[config.mk]
export PLATFORM = sky130hd
export DESIGN_NAME = time_tmr_rr_scheduler
export DESIGN_NICKNAME = d
export VERILOG_FILES = /design/src/rtl/time_tmr_rr_scheduler.sv
export SDC_FILE = /design/constraint.sdc
export NUM_CORES = 1
export LEC_CHECK = 0
export BUFFER_PORTS_ARGS = -buffer_cell sky130_fd_sc_hd__clkbuf_2
export CAP_MARGIN = 20
export CORE_UTILIZATION = 45
export DETAILED_ROUTE_END_ITERATION = 16
export PLACE_DENSITY = 0.78
export SYNTH_ARGS = -nofsm -noshare
export SYNTH_HDL_FRONTEND = slang
export SYNTH_SLANG_ARGS = --single-unit
[constraint.sdc]
create_clock -name clk_i -period 3.49 [get_ports clk_i]
set_input_delay 0.349 -clock clk_i [delete_from_list [all_inputs] [get_ports clk_i]]
set_output_delay 0.349 -clock clk_i [all_outputs]
set_load 0.02 [all_outputs]
[src/rtl/time_tmr_rr_scheduler.sv]
// Round-robin issue arbiter in front of a time-redundant datapath, with an in-order
// routing FIFO that steers each voted result back to the requester that issued it.
module time_tmr_rr_scheduler #(
    parameter int NumReq    = 4,
    parameter int DataWidth = 8,
    parameter int Depth     = 4
) (
    input  logic                          clk_i,
    input  logic                          rst_ni,
    input  logic [NumReq*DataWidth-1:0]   req_data_i,
    input  logic [NumReq-1:0]             req_valid_i,
    output logic [NumReq-1:0]             req_ready_o,
    output logic [DataWidth-1:0]          dp_data_o,
    output logic                          dp_valid_o,
    input  logic                          dp_ready_i,
    input  logic [DataWidth-1:0]          dp_data_i,
    input  logic                          dp_valid_i,
    output logic                          dp_ready_o,
    output logic [DataWidth-1:0]          rsp_data_o,
    output logic [NumReq-1:0]             rsp_valid_o,
    input  logic [NumReq-1:0]             rsp_ready_i,
    output logic [$clog2(Depth+1)-1:0]    outstanding_o,
    output logic                          unexpected_o
);

    // state     | meaning
    // ST_OPEN   | grant follows the round-robin search every cycle
    // ST_LOCKED | offer stalled by the datapath; stored grant held until handshake

    localparam int IdxW = $clog2(NumReq);
    localparam int PtrW = (Depth > 1) ? $clog2(Depth) : 1;
    localparam int CntW = $clog2(Depth + 1);

    localparam logic [IdxW:0]   NumReqW  = (IdxW + 1)'(NumReq);
    localparam logic [IdxW-1:0] LastReq  = IdxW'(NumReq - 1);
    localparam logic [PtrW-1:0] LastSlot = PtrW'(Depth - 1);
    localparam logic [CntW-1:0] DepthW   = CntW'(Depth);

    typedef enum logic {ST_OPEN, ST_LOCKED} state_t;

    state_t               state_q, state_d;
    logic [IdxW-1:0]      rr_ptr_q;
    logic [IdxW-1:0]      lock_idx_q;
    logic [IdxW-1:0]      fifo_q [Depth];
    logic [PtrW-1:0]      wr_ptr_q, rd_ptr_q;
    logic [CntW-1:0]      count_q;

    logic [DataWidth-1:0] req_data_arr [NumReq];
    logic [IdxW-1:0]      rr_idx;
    logic [IdxW-1:0]      grant;
    logic [IdxW-1:0]      head;
    logic                 full, empty, push, pop;

    for (genvar r = 0; r < NumReq; r++) begin : g_unpack
        assign req_data_arr[r] = req_data_i[r*DataWidth +: DataWidth];
    end

    // First valid requester at or above the pointer, wrapping past NumReq-1.
    always_comb begin
        logic [IdxW:0] cand;
        logic          found;
        rr_idx = rr_ptr_q;
        found  = 1'b0;
        cand   = '0;
        for (int i = 0; i < NumReq; i++) begin
            cand = {1'b0, rr_ptr_q} + (IdxW + 1)'(i);
            if (cand >= NumReqW) cand = cand - NumReqW;
            if (!found && req_valid_i[cand[IdxW-1:0]]) begin
                found  = 1'b1;
                rr_idx = cand[IdxW-1:0];
            end
        end
    end

    assign full  = (count_q == DepthW);
    assign empty = (count_q == '0);

    always_comb begin
        state_d     = state_q;
        req_ready_o = '0;
        if (state_q == ST_LOCKED) begin
            grant      = lock_idx_q;
            dp_valid_o = 1'b1;
        end else begin
            grant      = rr_idx;
            dp_valid_o = (|req_valid_i) && !full;
        end
        dp_data_o = req_data_arr[grant];
        push      = dp_valid_o && dp_ready_i;
        if (push) begin
            req_ready_o[grant] = 1'b1;
            state_d            = ST_OPEN;
        end else if (dp_valid_o) begin
            state_d = ST_LOCKED;
        end
    end

    always_comb begin
        head        = fifo_q[rd_ptr_q];
        rsp_valid_o = '0;
        if (dp_valid_i && !empty) rsp_valid_o[head] = 1'b1;
        dp_ready_o   = !empty && rsp_ready_i[head];
        pop          = dp_valid_i && dp_ready_o;
        unexpected_o = dp_valid_i && empty;
    end

    assign rsp_data_o    = dp_data_i;
    assign outstanding_o = count_q;

    always_ff @(posedge clk_i or negedge rst_ni) begin
        if (!rst_ni) begin
            state_q    <= ST_OPEN;
            rr_ptr_q   <= '0;
            lock_idx_q <= '0;
        end else begin
            state_q <= state_d;
            if (push) begin
                rr_ptr_q <= (grant == LastReq) ? '0 : grant + 1'b1;
            end else if (state_q == ST_OPEN && dp_valid_o) begin
                lock_idx_q <= rr_idx;
            end
        end
    end

    always_ff @(posedge clk_i or negedge rst_ni) begin
        if (!rst_ni) begin
            for (int i = 0; i < Depth; i++) fifo_q[i] <= '0;
            wr_ptr_q <= '0;
            rd_ptr_q <= '0;
            count_q  <= '0;
        end else begin
            if (push) begin
                fifo_q[wr_ptr_q] <= grant;
                wr_ptr_q         <= (wr_ptr_q == LastSlot) ? '0 : wr_ptr_q + 1'b1;
            end
            if (pop) begin
                rd_ptr_q <= (rd_ptr_q == LastSlot) ? '0 : rd_ptr_q + 1'b1;
            end
            case ({push, pop})
                2'b10:   count_q <= count_q + 1'b1;
                2'b01:   count_q <= count_q - 1'b1;
                default: count_q <= count_q;
            endcase
        end
    end

endmodule
* Word-level counts from Yosys, hierarchy flattened
Cells that the tools add are included.
** Operators by class
- Reduce and logical (&&, ||, !) cells :: 23
- $mul :: 0
- Multiplexer cells :: 44
- Magnitude comparators :: 16
- Shift operators :: 0
- Div/mod/pow operators :: 0
- Equal/unequal tests :: 6
- Bitwise operators :: 5
- Add/sub/neg operators :: 12
** Operator list (number)
- 2-bit 2-to-1 mux :: 15
- 3-bit greater-or-equal comparator, second input constant :: 6
- 2-bit by 3-bit < comparator with 1-bit output, second input constant :: 6
- 8-bit binary-select mux with 2-bit select :: 1
- 8-bit 2-to-1 mux :: 2
- 1-bit logical AND :: 13
- 1-bit 2-to-1 mux :: 13
- 1-bit binary-select mux with 2-bit select :: 5
- 2-bit inverter with 3-bit output :: 3
- 8-bit bitwise mux :: 1
- 2-bit == test, second input constant :: 4
- 4-bit 2-to-1 mux :: 2
- 2-bit by 1-bit subtractor with 2-bit output, second input constant :: 4
- 2-bit by 1-bit adder with 2-bit output, second input constant :: 3
- 2-bit by 2-bit adder with 3-bit output, second input constant :: 2
- 3-bit one-hot mux with 2 select lines :: 1
- 1-bit logical NOT :: 5
- 2-bit binary-select mux with 2-bit select :: 1
- 1-bit demux with 2-bit select :: 2
- 2-bit demux with 2-bit select :: 1
- 2-bit by 1-bit greater-or-equal comparator with 1-bit output, second input constant :: 2
- 2-bit nonzero test :: 2
- 4-bit OR reduction :: 1
- 2-bit by 1-bit adder with 3-bit output, second input constant :: 1
- 9 further kinds :: 10
** Storage, ports and cells
- Bits in latches :: 0
- Output and inout port bits :: 30
- Flip-flop bits (word level) :: 20
- Memories :: 0
- Memory bits (read-only) :: 0
- Bits of input ports :: 52
- RAM bits :: 0

* Depth between registers and ports, before layout
- Word-level depth :: 20
- Gate-level depth with buffers :: 10
- Mapped depth without buffers :: 10

* Worst setup path before layout
Ideal clock, no wire load.
- Kind :: flip-flop to flip-flop
- Start point :: register rd_ptr_q[0]
- End point :: register count_q[2] (netlist: outstanding_o[2])
- Clock period less this slack :: 2.579 ns
- Path slack :: 0.911 ns
- Arrival time :: 2.500 ns
- Cell stages (with the launch flop) :: 11
- Cell sequence :: dfrtp_1 mux4_2 mux2i_1 mux2_4 nor2_4 ha_1 inv_1 fa_1 xor2_1 nor2_1 xor2_1
** On the way
- Longest elaborated chain between the ends :: 10
** RTL lines
- start: declaration :: RTL line 45 : logic [PtrW-1:0] wr_ptr_q, rd_ptr_q;
- start signal: assignment :: RTL line 137 : rd_ptr_q <= (rd_ptr_q == LastSlot) ? '0 : rd_ptr_q + 1'b1;
- 2-bit inverter with 3-bit output (not written as such) (*) :: RTL line 99 : head = fifo_q[rd_ptr_q];
- 2-bit binary-select mux with 2-bit select (*) :: RTL line 99
- 2-bit 2-to-1 mux (not written as such) (*) (2 in series) :: RTL line 99
- 1-bit binary-select mux with 2-bit select (*) :: RTL line 102 : dp_ready_o = !empty && rsp_ready_i[head];
- 1-bit 2-to-1 mux (not written as such) (*) :: RTL line 102
- 1-bit logical AND (*) :: RTL line 102
- 1-bit logical AND (*) :: RTL line 103 : pop = dp_valid_i && dp_ready_o;
- named net pop :: RTL line 52 : logic full, empty, push, pop;
- 2-bit by 1-bit == test with 1-bit output / 2-bit == test (equally long branches) :: RTL line 139 : case ({push, pop})
- 3-bit one-hot mux with 2 select lines / 2-bit nonzero test (equally long branches)
- end signal: assignment :: RTL line 140 : 2'b10: count_q <= count_q + 1'b1;
- end signal: assignment :: RTL line 141 : 2'b01: count_q <= count_q - 1'b1;
- end signal: assignment :: RTL line 142 : default: count_q <= count_q;
- end: declaration :: RTL line 46 : logic [CntW-1:0] count_q;
Mark *: on every way through the listed nets, which the timed path passes. The rest lies on a longest branch. The select of a mux whose other input is x is not followed.
A chain may end at the register's enable or synchronous reset.

* Final worst setup path
- Start point :: register rr_ptr_q[1]
- End point :: output port dp_data_o[3]
** On the way
- Longest elaborated chain between the ends :: 19
** RTL lines
- start: declaration :: RTL line 42 : logic [IdxW-1:0] rr_ptr_q;
- start signal: assignment :: RTL line 118 : rr_ptr_q <= (grant == LastReq) ? '0 : grant + 1'b1;
- parallel branches: the longest is 13 deep, another holds 2-bit by 1-bit adder with 3-bit output
- 2-bit 2-to-1 mux (*) :: RTL line 68 : if (!found && req_valid_i[cand[IdxW-1:0]]) begin
- 2-bit 2-to-1 mux (*) :: RTL line 81 : if (state_q == ST_LOCKED) begin
- 2-bit inverter with 3-bit output (not written as such) (*) :: RTL line 88 : dp_data_o = req_data_arr[grant];
- 8-bit binary-select mux with 2-bit select (*) :: RTL line 88
- 8-bit 2-to-1 mux (not written as such) (*) (2 in series) :: RTL line 88
- end: declaration :: RTL line 13 : output logic [DataWidth-1:0] dp_data_o,
Every way passes the cells marked *. The select of a mux whose other input is x is not followed.

==> impl_results.md <==
* Outcome: finished with violations
* Failing checks: hold timing
* Clock Tree Buf Depth at 2
* Post-route design area at 1919 um2
* HPWL Detailed at 2753 um
* Fin Clk Skew at 0.002664 ns
* Core Footprint at 3337 um2
* Num ports at 82
* Port bufs at 65
* Syn Nets at 218
* Crit Path Class: reg2out
* CTS tree: done
* Clock sink count at 20
* Final Cycle Share at 0.8053
* Final Wtd Congestion at 0.7526
* Clk_lat worst skew at 0.30 ns
* Worst-path fanout max at 13
* Die area at 3738 um2
* Startpoint Class: register
* Vias in the first global route at 1303
* CTS H-tree lvls at 1
* First-pass GRT wire length at 5278 um
* Setup Buffers After CTS at 0
* Root Buffer: clkbuf_4
* Final Hold Viols at 20
* Synthesized cell area at 1574 um2
* Data arrival, critical path at 2.46 ns
* Mapped Cells at 155
* Largest net degree at the start of global routing at 21
* CP required at 3.14 ns
* Asr flop ratio synth at 1.000
* Placed inst area at 1897 um2
* Layout cells sized above 1 at 0.4112
* DRT Pass-1 Iters at 4
* Nets at 279
* DR DRC count at 0
* Initial Util at 0.4717
* Number of flops mapped to enable cells by yosys at 0
* CTS buffer count at 3
* Slew HR at 0.5568
* Max Cap Viol at 0
* Mean Syn Cell Area at 10.15 um2
* Routed wire per std cell at 12.71 um
* Initial drt markers at 32
* P_leak at 1.015 nW
* PostCTS Resize Cnt at 0
* Slew @ Worst Pin at 0.6648 ns
* Max Freq at 355.8 MHz
* # setup viols final at 0
* Vias after detailed routing at 1334
* Worst hold slack at -0.01035 ns
* GRT Util Overall at 0.1920
* Setup_tns at 0 ns
* Maximum vdd drop at 0.0003747 V
* Overflow after GRT at 0
* Final WL at 3305 um
* Main synth FF type: dfrtp_1
* Worst slack at placement at 0.7349 ns
* PwrDens at 836.2 nW/um2
* Worst Hold Class: in2async
* Initial antenna violation count at 0
* Final antenna-violating net count at 0
* # rows at 21
* Hold_buf cts at 0
* Synth Warn # at 0
* N_diodes at 0
* Layout area overhead at 21.94%
* Netlist cell types at 35
* Critical path endpoint category: output pin
* Die Wd at 61.14 um
* Clock transition at path regs at 0.11 ns
* RSZ-0062 raised after global routing: false
* Chip height at 61.14 um
* Seq cells post-synth at 20
* Vias per inst at 5.131
* Total power at 0.001605 W
* Slew Limit Fails at 0
* Minimum clock period after layout at 2.811 ns
* Seq/Total Area, Yosys at 0.3180
* Setup ws final at 0.6794 ns
==> area by class of cell <==
cell class                      count  area (um2)
Tap cell                           46       57.56
Timing Repair Buffer               68       347.8
Multi-Input combinational cell    111       945.9
Inverter                           12       45.04
Sequential cell                    20       500.5
Fill cell                         330        1418
Clock buffer                        3       22.52
==> flip-flops by register name (all words and copies together) (netlist names) <==
register,cells
rr_ptr_q,2
state_q,1
lock_idx_q,2
fifo_q,8
wr_ptr_q,2
rd_ptr_q,2
outstanding_o,3
==> worst max-delay path, stage by stage (launching register included) <==
cell	delay [ns]
dfrtp_1	0.45
nor3b_1	0.25
a211oi_1	0.13
o31ai_4	0.57
buf_4	0.28
mux2i_1	0.21
mux2i_1	0.09
clkbuf_2	0.18
==> where the power goes <==
| group | leakage [nW] | total (W) | switching (W) | internal, W |
|---|---|---|---|---|
| registers | 0.246 | 0.000445 | 0.000102 | 0.000343 |
| clock network | 0.0138 | 0.000109 | 0.0000684 | 0.0000403 |
| logic | 0.755 | 0.00105 | 0.000567 | 0.000484 |
==> cells in the final DEF (no fill, tap or decap), types with 3 or more instances in the layout <==
master    synthesis  routed
and2_1            5       5
buf_4             9       3
clkbuf_2          0      65
clkbuf_4          0       3
dfrtp_1          20      20
ha_1             10      10
inv_1            12      12
mux2_2            8       8
mux2_4            3       3
mux2i_1          26      26
nand2_1          14      14
nor2_1           10      10
o21ai_0           5       5
==> per-stage QoR <==
step / std cells / utilization / hold slack [ns]
CTS: 260 / 0.5752 / 0.0007059
floorplan: 155 / - / 0.05341
detailed placement: 257 / 0.5684 / 0.3403
global placement: 257 / 0.5684 / 0.3306
global route: 260 / 0.5752 / 0.01079
finish: 260 / 0.5752 / -0.01035
==> per-layer routing <==
| metal | global-route usage | part of all wire | vias up | routed length [um] |
|---|---|---|---|---|
| met2 | 0.3634 | 0.49 | 78 | 1620 |
| met1 | 0.2087 | 0.42 | 603 | 1374 |
| met4 | 0.08442 | 0.019 | 0 | 64 |
| met3 | 0.03151 | 0.074 | 6 | 245 |
| li1 | - | - | 647 | - |
| met5 | 0 | 0 | - | 0 |
==> cell families after synthesis <==
kind of cell | Yosys count | synth area share
fa+ha+maj | 11 | 0.09221
simple gates | 39 | 0.1192
mux | 39 | 0.2822
flops | 20 | 0.3180
buf+inv | 24 | 0.08107
compound gates | 19 | 0.09061
xor+xnor | 3 | 0.01670
==> synth_stat cells, types with 3 or more instances <==
| cell | number | share of area |
|---|---|---|
| mux2i_1 | 26 | 0.17 |
| inv_1 | 12 | 0.029 |
| buf_4 | 9 | 0.043 |
| nand2_1 | 14 | 0.033 |
| and2_1 | 5 | 0.020 |
| buf_2 | 3 | 0.0095 |
| nor2_1 | 10 | 0.024 |
| mux2_4 | 3 | 0.029 |
| dfrtp_1 | 20 | 0.32 |
| o21ai_0 | 5 | 0.016 |
| ha_1 | 10 | 0.079 |
| mux2_2 | 8 | 0.057 |
==> path summary, 6_finish.rpt <==
| check | to | from | cells after the start | slack (ns) |
|---|---|---|---|---|
| setup reg to reg | outstanding_o[2] | rd_ptr_q[0] | 10 | 0.73 |
| hold / removal | outstanding_o[0] | rst_ni | 1 | -0.01 |
| hold reg to reg | lock_idx_q[0] | lock_idx_q[0] | 1 | 0.49 |
| setup / recovery | dp_data_o[3] | rr_ptr_q[1] | 7 | 0.68 |
| min in group clk_i | state_q | dp_ready_i | 2 | 0.23 |
| max in group asynchronous | fifo_q[2] | rst_ni | 1 | 3.17 |
Power figures use the tool's default switching activity.
